<file path="src/rtl/tlb_pkg.sv">
// Shared TLB types: entry layout, page-size codes, INVTLB op codes, sweep FSM states.
package tlb_pkg;

  localparam logic [5:0] PS_4K = 6'd12;
  localparam logic [5:0] PS_2M = 6'd21;

  localparam logic [4:0] INV_ALL0       = 5'd0;
  localparam logic [4:0] INV_ALL1       = 5'd1;
  localparam logic [4:0] INV_G          = 5'd2;
  localparam logic [4:0] INV_NG         = 5'd3;
  localparam logic [4:0] INV_NG_ASID    = 5'd4;
  localparam logic [4:0] INV_NG_ASID_VA = 5'd5;
  localparam logic [4:0] INV_GA_VA      = 5'd6;

  typedef struct packed {
    logic [18:0] vppn;
    logic [5:0]  ps;
    logic        g;
    logic [9:0]  asid;
    logic        e;
    logic [19:0] ppn0;
    logic [1:0]  plv0;
    logic [1:0]  mat0;
    logic        d0;
    logic        v0;
    logic [19:0] ppn1;
    logic [1:0]  plv1;
    logic [1:0]  mat1;
    logic        d1;
    logic        v1;
  } tlb_entry_t;

  typedef enum logic {ST_IDLE, ST_SWEEP} sweep_st_t;

endpackage

</file>
<file path="src/rtl/tlb_match.sv">
// Per-entry compare: page-size aware VPN match and ASID equality (e/g qualified by caller).
module tlb_match
  import tlb_pkg::*;
(
  input  logic [18:0] vppn,
  input  logic [5:0]  ps,
  input  logic [9:0]  ent_asid,
  input  logic [19:0] va,
  input  logic [9:0]  asid,
  output logic        va_hit,
  output logic        asid_hit
);

  always_comb begin
    va_hit = 1'b0;
    if (ps == PS_4K)      va_hit = (vppn == va[19:1]);
    else if (ps == PS_2M) va_hit = (vppn[18:9] == va[19:10]);
  end

  assign asid_hit = (ent_asid == asid);

endmodule

</file>
<file path="src/rtl/tlb_resp.sv">
// TLB responder: 1-cycle lookup, TLBWR/TLBFILL write port, INVTLB sweep engine.
// Define TLB_RANDFILL_EN to take fill_idx from an 8-bit LFSR instead of a round-robin counter.
module tlb_resp
  import tlb_pkg::*;
#(
  parameter int TLBNUM = 16
) (
  input  logic                      clk,
  input  logic                      resetn,
  input  logic                      req_valid,
  output logic                      req_ready,
  input  logic [19:0]               req_va,
  input  logic [9:0]                req_asid,
  output logic                      resp_valid,
  output logic                      resp_found,
  output logic [$clog2(TLBNUM)-1:0] resp_idx,
  output logic [19:0]               resp_pfn,
  output logic                      resp_v,
  output logic                      resp_d,
  output logic [1:0]                resp_plv,
  output logic [1:0]                resp_mat,
  input  logic                      we,
  input  logic                      w_fill,
  input  logic [$clog2(TLBNUM)-1:0] w_idx,
  input  tlb_entry_t                w_entry,
  output logic [$clog2(TLBNUM)-1:0] fill_idx,
  input  logic                      inv_valid,
  input  logic [4:0]                inv_op,
  input  logic [9:0]                inv_asid,
  input  logic [19:0]               inv_va,
  output logic                      busy,
  output logic                      inv_done
);

  localparam int IW = $clog2(TLBNUM);
  localparam logic [IW-1:0] LAST = IW'(TLBNUM - 1);

  tlb_entry_t    tlb [TLBNUM];
  sweep_st_t     state, state_nxt;
  logic [IW-1:0] sw_idx;
  logic [4:0]    op_q;
  logic [9:0]    asid_q;
  logic [19:0]   va_q;

  logic          accept, wr_ok;
  logic [IW-1:0] wr_idx;

  assign req_ready = !busy;
  assign accept    = req_valid & req_ready;
  assign wr_ok     = we & !busy;
  assign wr_idx    = w_fill ? fill_idx : w_idx;

  // ---------------- lookup ----------------
  logic [TLBNUM-1:0] l_va, l_asid, l_hit;

  for (genvar i = 0; i < TLBNUM; i++) begin : g_lane
    tlb_match u_match (
      .vppn     (tlb[i].vppn),
      .ps       (tlb[i].ps),
      .ent_asid (tlb[i].asid),
      .va       (req_va),
      .asid     (req_asid),
      .va_hit   (l_va[i]),
      .asid_hit (l_asid[i])
    );
    assign l_hit[i] = tlb[i].e & (tlb[i].g | l_asid[i]) & l_va[i];
  end

  logic          hit_any, odd, is_2m;
  logic [IW-1:0] hit_idx;
  logic [19:0]   ppn_sel, pfn;

  // Descending scan so the lowest matching index is the last one assigned.
  always_comb begin
    hit_any = 1'b0;
    hit_idx = '0;
    for (int i = TLBNUM - 1; i >= 0; i--) begin
      if (l_hit[i]) begin
        hit_any = 1'b1;
        hit_idx = IW'(i);
      end
    end
  end

  always_comb begin
    is_2m   = (tlb[hit_idx].ps == PS_2M);
    odd     = is_2m ? req_va[9] : req_va[0];
    ppn_sel = odd ? tlb[hit_idx].ppn1 : tlb[hit_idx].ppn0;
    pfn     = is_2m ? {ppn_sel[19:9], req_va[8:0]} : ppn_sel;
  end

  always_ff @(posedge clk or negedge resetn) begin
    if (!resetn) begin
      resp_valid <= 1'b0;
      resp_found <= 1'b0;
      resp_idx   <= '0;
      resp_pfn   <= '0;
      resp_v     <= 1'b0;
      resp_d     <= 1'b0;
      resp_plv   <= '0;
      resp_mat   <= '0;
    end else begin
      resp_valid <= accept;
      if (accept) begin
        resp_found <= hit_any;
        resp_idx   <= hit_idx;
        resp_pfn   <= hit_any ? pfn : '0;
        resp_v     <= hit_any & (odd ? tlb[hit_idx].v1 : tlb[hit_idx].v0);
        resp_d     <= hit_any & (odd ? tlb[hit_idx].d1 : tlb[hit_idx].d0);
        resp_plv   <= hit_any ? (odd ? tlb[hit_idx].plv1 : tlb[hit_idx].plv0) : 2'b00;
        resp_mat   <= hit_any ? (odd ? tlb[hit_idx].mat1 : tlb[hit_idx].mat0) : 2'b00;
      end
    end
  end

  // ---------------- INVTLB sweep ----------------
  logic s_va, s_asid, s_hit;

  tlb_match u_sweep (
    .vppn     (tlb[sw_idx].vppn),
    .ps       (tlb[sw_idx].ps),
    .ent_asid (tlb[sw_idx].asid),
    .va       (va_q),
    .asid     (asid_q),
    .va_hit   (s_va),
    .asid_hit (s_asid)
  );

  always_comb begin
    s_hit = 1'b0;
    case (op_q)
      INV_ALL0, INV_ALL1: s_hit = 1'b1;
      INV_G:              s_hit = tlb[sw_idx].g;
      INV_NG:             s_hit = !tlb[sw_idx].g;
      INV_NG_ASID:        s_hit = !tlb[sw_idx].g & s_asid;
      INV_NG_ASID_VA:     s_hit = !tlb[sw_idx].g & s_asid & s_va;
      INV_GA_VA:          s_hit = (tlb[sw_idx].g | s_asid) & s_va;
      default:            s_hit = 1'b0;
    endcase
  end

  always_ff @(posedge clk or negedge resetn) begin
    if (!resetn) state <= ST_IDLE;
    else         state <= state_nxt;
  end

  always_comb begin
    state_nxt = state;
    case (state)
      ST_IDLE:  if (inv_valid)      state_nxt = ST_SWEEP;
      ST_SWEEP: if (sw_idx == LAST) state_nxt = ST_IDLE;
      default:                      state_nxt = ST_IDLE;
    endcase
  end

  always_comb begin
    busy     = (state == ST_SWEEP);
    inv_done = (state == ST_SWEEP) && (sw_idx == LAST);
  end

  always_ff @(posedge clk or negedge resetn) begin
    if (!resetn) begin
      sw_idx <= '0;
      op_q   <= '0;
      asid_q <= '0;
      va_q   <= '0;
    end else if (state == ST_IDLE) begin
      sw_idx <= '0;
      if (inv_valid) begin
        op_q   <= inv_op;
        asid_q <= inv_asid;
        va_q   <= inv_va;
      end
    end else begin
      sw_idx <= (sw_idx == LAST) ? '0 : sw_idx + IW'(1);
    end
  end

  // ---------------- entry storage ----------------
  // Writes are gated off while busy, so they never collide with sweep clears.
  always_ff @(posedge clk or negedge resetn) begin
    if (!resetn) begin
      for (int i = 0; i < TLBNUM; i++) tlb[i] <= '0;
    end else begin
      if (wr_ok)          tlb[wr_idx]     <= w_entry;
      if (busy && s_hit)  tlb[sw_idx].e   <= 1'b0;
    end
  end

  // ---------------- fill index ----------------
`ifdef TLB_RANDFILL_EN
  logic [7:0] lfsr;

  always_ff @(posedge clk or negedge resetn) begin
    if (!resetn) lfsr <= 8'hA5;
    else         lfsr <= {lfsr[6:0], lfsr[7] ^ lfsr[5] ^ lfsr[4] ^ lfsr[3]};
  end

  assign fill_idx = lfsr[IW-1:0];
`else
  logic [IW-1:0] fill_cnt;

  always_ff @(posedge clk or negedge resetn) begin
    if (!resetn)              fill_cnt <= '0;
    else if (wr_ok && w_fill) fill_cnt <= fill_cnt + IW'(1);
  end

  assign fill_idx = fill_cnt;
`endif

endmodule

</file>
<file path="config.mk">
export PLATFORM = sky130hd
export DESIGN_NAME = tlb_resp
export DESIGN_NICKNAME = d
export VERILOG_FILES = /design/src/rtl/tlb_pkg.sv /design/src/rtl/tlb_match.sv /design/src/rtl/tlb_resp.sv
export SDC_FILE = /design/constraint.sdc
export NUM_CORES = 2
export LEC_CHECK = 0
export ABC_AREA = 1
export BUFFER_PORTS_ARGS = -buffer_cell sky130_fd_sc_hd__buf_2
export CAP_MARGIN = 10
export CORE_MARGIN = 3
export CORE_UTILIZATION = 30
export CTS_CLUSTER_DIAMETER = 40
export DETAILED_ROUTE_END_ITERATION = 10
export GPL_ROUTABILITY_DRIVEN = 0
export RECOVER_POWER = 100
export SKIP_LAST_GASP = 1
export SLEW_MARGIN = 5
export SYNTH_ARGS = -nofsm -noshare
export SYNTH_HDL_FRONTEND = slang
export SYNTH_HIERARCHICAL = 1
export SYNTH_SLANG_ARGS = --single-unit
</file>
<file path="constraint.sdc">
create_clock -name clk -period 4.01 [get_ports clk]
set_input_delay 0.2005 -clock clk [delete_from_list [all_inputs] [get_ports clk]]
set_output_delay 0.2005 -clock clk [all_outputs]
set_load 0.01 [all_outputs]
</file>
==> results.py <==
metrics = {
    "status": {
        "status": "complete, but fails checks",
        "failed_checks": "capacitance limit, slew limit",
    },
    "job": {
        "drv_cap": 10,
    },
    "clocking": {
        "cts_made_buffers": 283,
        "clk_path_buf_depth": 4,
        "cts_tree": "built",
        "cts.htree.levels": 5,
        "clk_latency_ns": 0.92,
        "path_clk_slew_ns": 0.06,
        "clock_sinks": 1499,
        "cts_root_buf": "clkbuf_16",
    },
    "timing": {
        "clock_skew_ns": 0.0950,
        "worst_pin_slew_ns": 2.40,
        "final-hold-violation-count": 0,
        "fin_crit_ns": 3.90,
        "fin_ws_ns": 0.115,
        "slew_headroom_pct": -59.8,
        "hold_ws_ns": 0.00390,
        "fmax_ghz": 0.257,
        "rsz0062_at_grt": "true",
        "timing.final.crit_share_pct": 97.1,
        "finalSetupViolCount": 0,
        "drv_slew": 746,
    },
    "synth": {
        "netlist_instances": 10027,
        "synth_fp_nets": 10196,
        "yosys_warnings": 6,
        "synthesis.area_sq_um": 75900,
        "syn_avg_cell_area_sq_um": 7.57,
    },
    "placement": {
        "dpl-instance-area_sq_um": 83300,
        "hpwl_um": 171000,
        "dp_slack_ns": -0.424,
        "numPortBuffers": 201,
    },
    "setup_path": {
        "cp.arrival_ns": 4.63,
        "cp_max_fo": 41,
        "crit_start": "w_fill",
        "path_class": "primary input to register",
        "start_kind": "primary input",
        "cp-end-kind": "register",
        "cp.required_ns": 4.74,
    },
    "global_routing": {
        "grt_max_degree": 148,
        "antenna_found_initial": 11,
        "grt_pass1_wl_um": 414000,
        "grt_usage_pct": 20.6,
        "grt_remaining_overflow": 0,
        "grt_pass1_vias": 65541,
    },
    "floorplan": {
        "initial_core_util_pct": 30.2,
        "num_io_pins": 203,
        "die_area_sq_um": 259000,
        "core_area_sq_um": 252000,
        "die_h_um": 509,
        "rows": 184,
        "chipWidth_um": 509,
    },
    "final_layout": {
        "drive_gt1_share_pct": 12.9,
        "area_delta_synth_final_pct": 24.9,
        "fin_util_pct": 37.7,
        "postLayoutCellArea_sq_um": 94900,
        "nets": 10591,
    },
    "detailed_routing": {
        "wl_um": 275000,
        "drt_pass1_iterations": 6,
        "ant_nets": 0,
        "dr_total_vias": 69853,
        "drt_iter0_markers": 7194,
        "vias_per_cell": 5.00,
        "wl_per_cell_um": 19.7,
        "drc": 0,
    },
    "pwr": {
        "p_leak_uw": 0.0438,
        "ir_drop_mv": 0.504,
        "power_uw": 61600,
        "powerDensity_nw_per_um2": 649,
    },
    "min_path": {
        "hold_path_class": "primary input to register",
        "hp-start": "w_entry[39]",
    },
}
## critical path, stage by stage
cell	delay (ns)
dlygate4sd3_1	0.53
clkbuf_1	0.69
inv_1	0.15
or2_2	0.31
o21ai_0	0.53
nor2_1	0.32
nand2_1	1.00
buf_4	0.65
o21ai_0	0.17
## path summary, 6_finish.rpt
check | cells after the start | to | slack, ns
max in group asynchronous | 4 | async pin | 0.41
worst min-delay path | 3 | register | 0.004
worst min register to register | 2 | resp_pfn[0] | 0.48
worst max-delay path | 9 | register | 0.11
min in group asynchronous | 3 | async pin | 1.58
worst max register to register | 37 | resp_pfn[18] | 0.14
## layout by cell type, fill, tap and decap left out, drive strengths merged, types with 6 or more instances in the layout
cell type,count
o31ai,6
o22ai,129
o2111ai,17
clkbuf,454
dfrtp,1499
mux2,31
inv,670
nand3,879
mux2i,11
a21oi,56
dlygate4sd3,120
o21ai,1741
nand2,3229
o21a,9
nor2,649
or2,35
a31oi,12
clkinv,40
buf,588
nand4,62
bufinv,36
xor2,123
xnor2,171
clkinvlp,26
## power breakdown
part	internal (uW)	switching, uW
registers	19000	2920
logic	5940	9250
clock network	16300	8240
total	41200	20400
## metrics by stage
stage / TNS (ns) / cells
2_1_floorplan: 0 / 10027
3_3_place_gp: -4.09 / 13332
3_5_place_dp: -4.34 / 13332
4_1_cts: 0 / 13938
5_1_grt: -1.60 / 13972
6_report: 0 / 13973
## final cells by class
| class | count | area (sq um) |
|---|---|---|
| Fill cell | 25909 | 157000 |
| Sequential cell | 1499 | 37500 |
| Multi-Input combinational cell | 7190 | 33900 |
| Clock buffer | 356 | 7920 |
| Timing Repair Buffer | 806 | 7140 |
| Tap cell | 3348 | 4190 |
| Inverter | 642 | 2430 |
| Clock inverter | 130 | 1800 |
| Antenna cell | 2 | 5.00 |
## what timing repair did
item | 4_1_cts | 5_1_grt
setup buffers | 0 | 19
endpoints found under the setup margin | 7 | 28
pin swaps | 0 | 42
gates resized for setup | 4 | 140
cloned | 0 | 14
hold buffers | 121 | 0
hold endpoints to repair | 2136 | 0
## routing by layer
metal / vias to the layer above / GRT usage, % / share of wire, %
met1: 33499 / 28.5 / 44
met2: 2633 / 32.2 / 45
li1: 33222 / - / -
met5: - / 0 / 0.0098
met4: 4 / 7.01 / 3.1
met3: 495 / 3.81 / 7.8
Note: power is estimated with default switching activity, not from simulation.
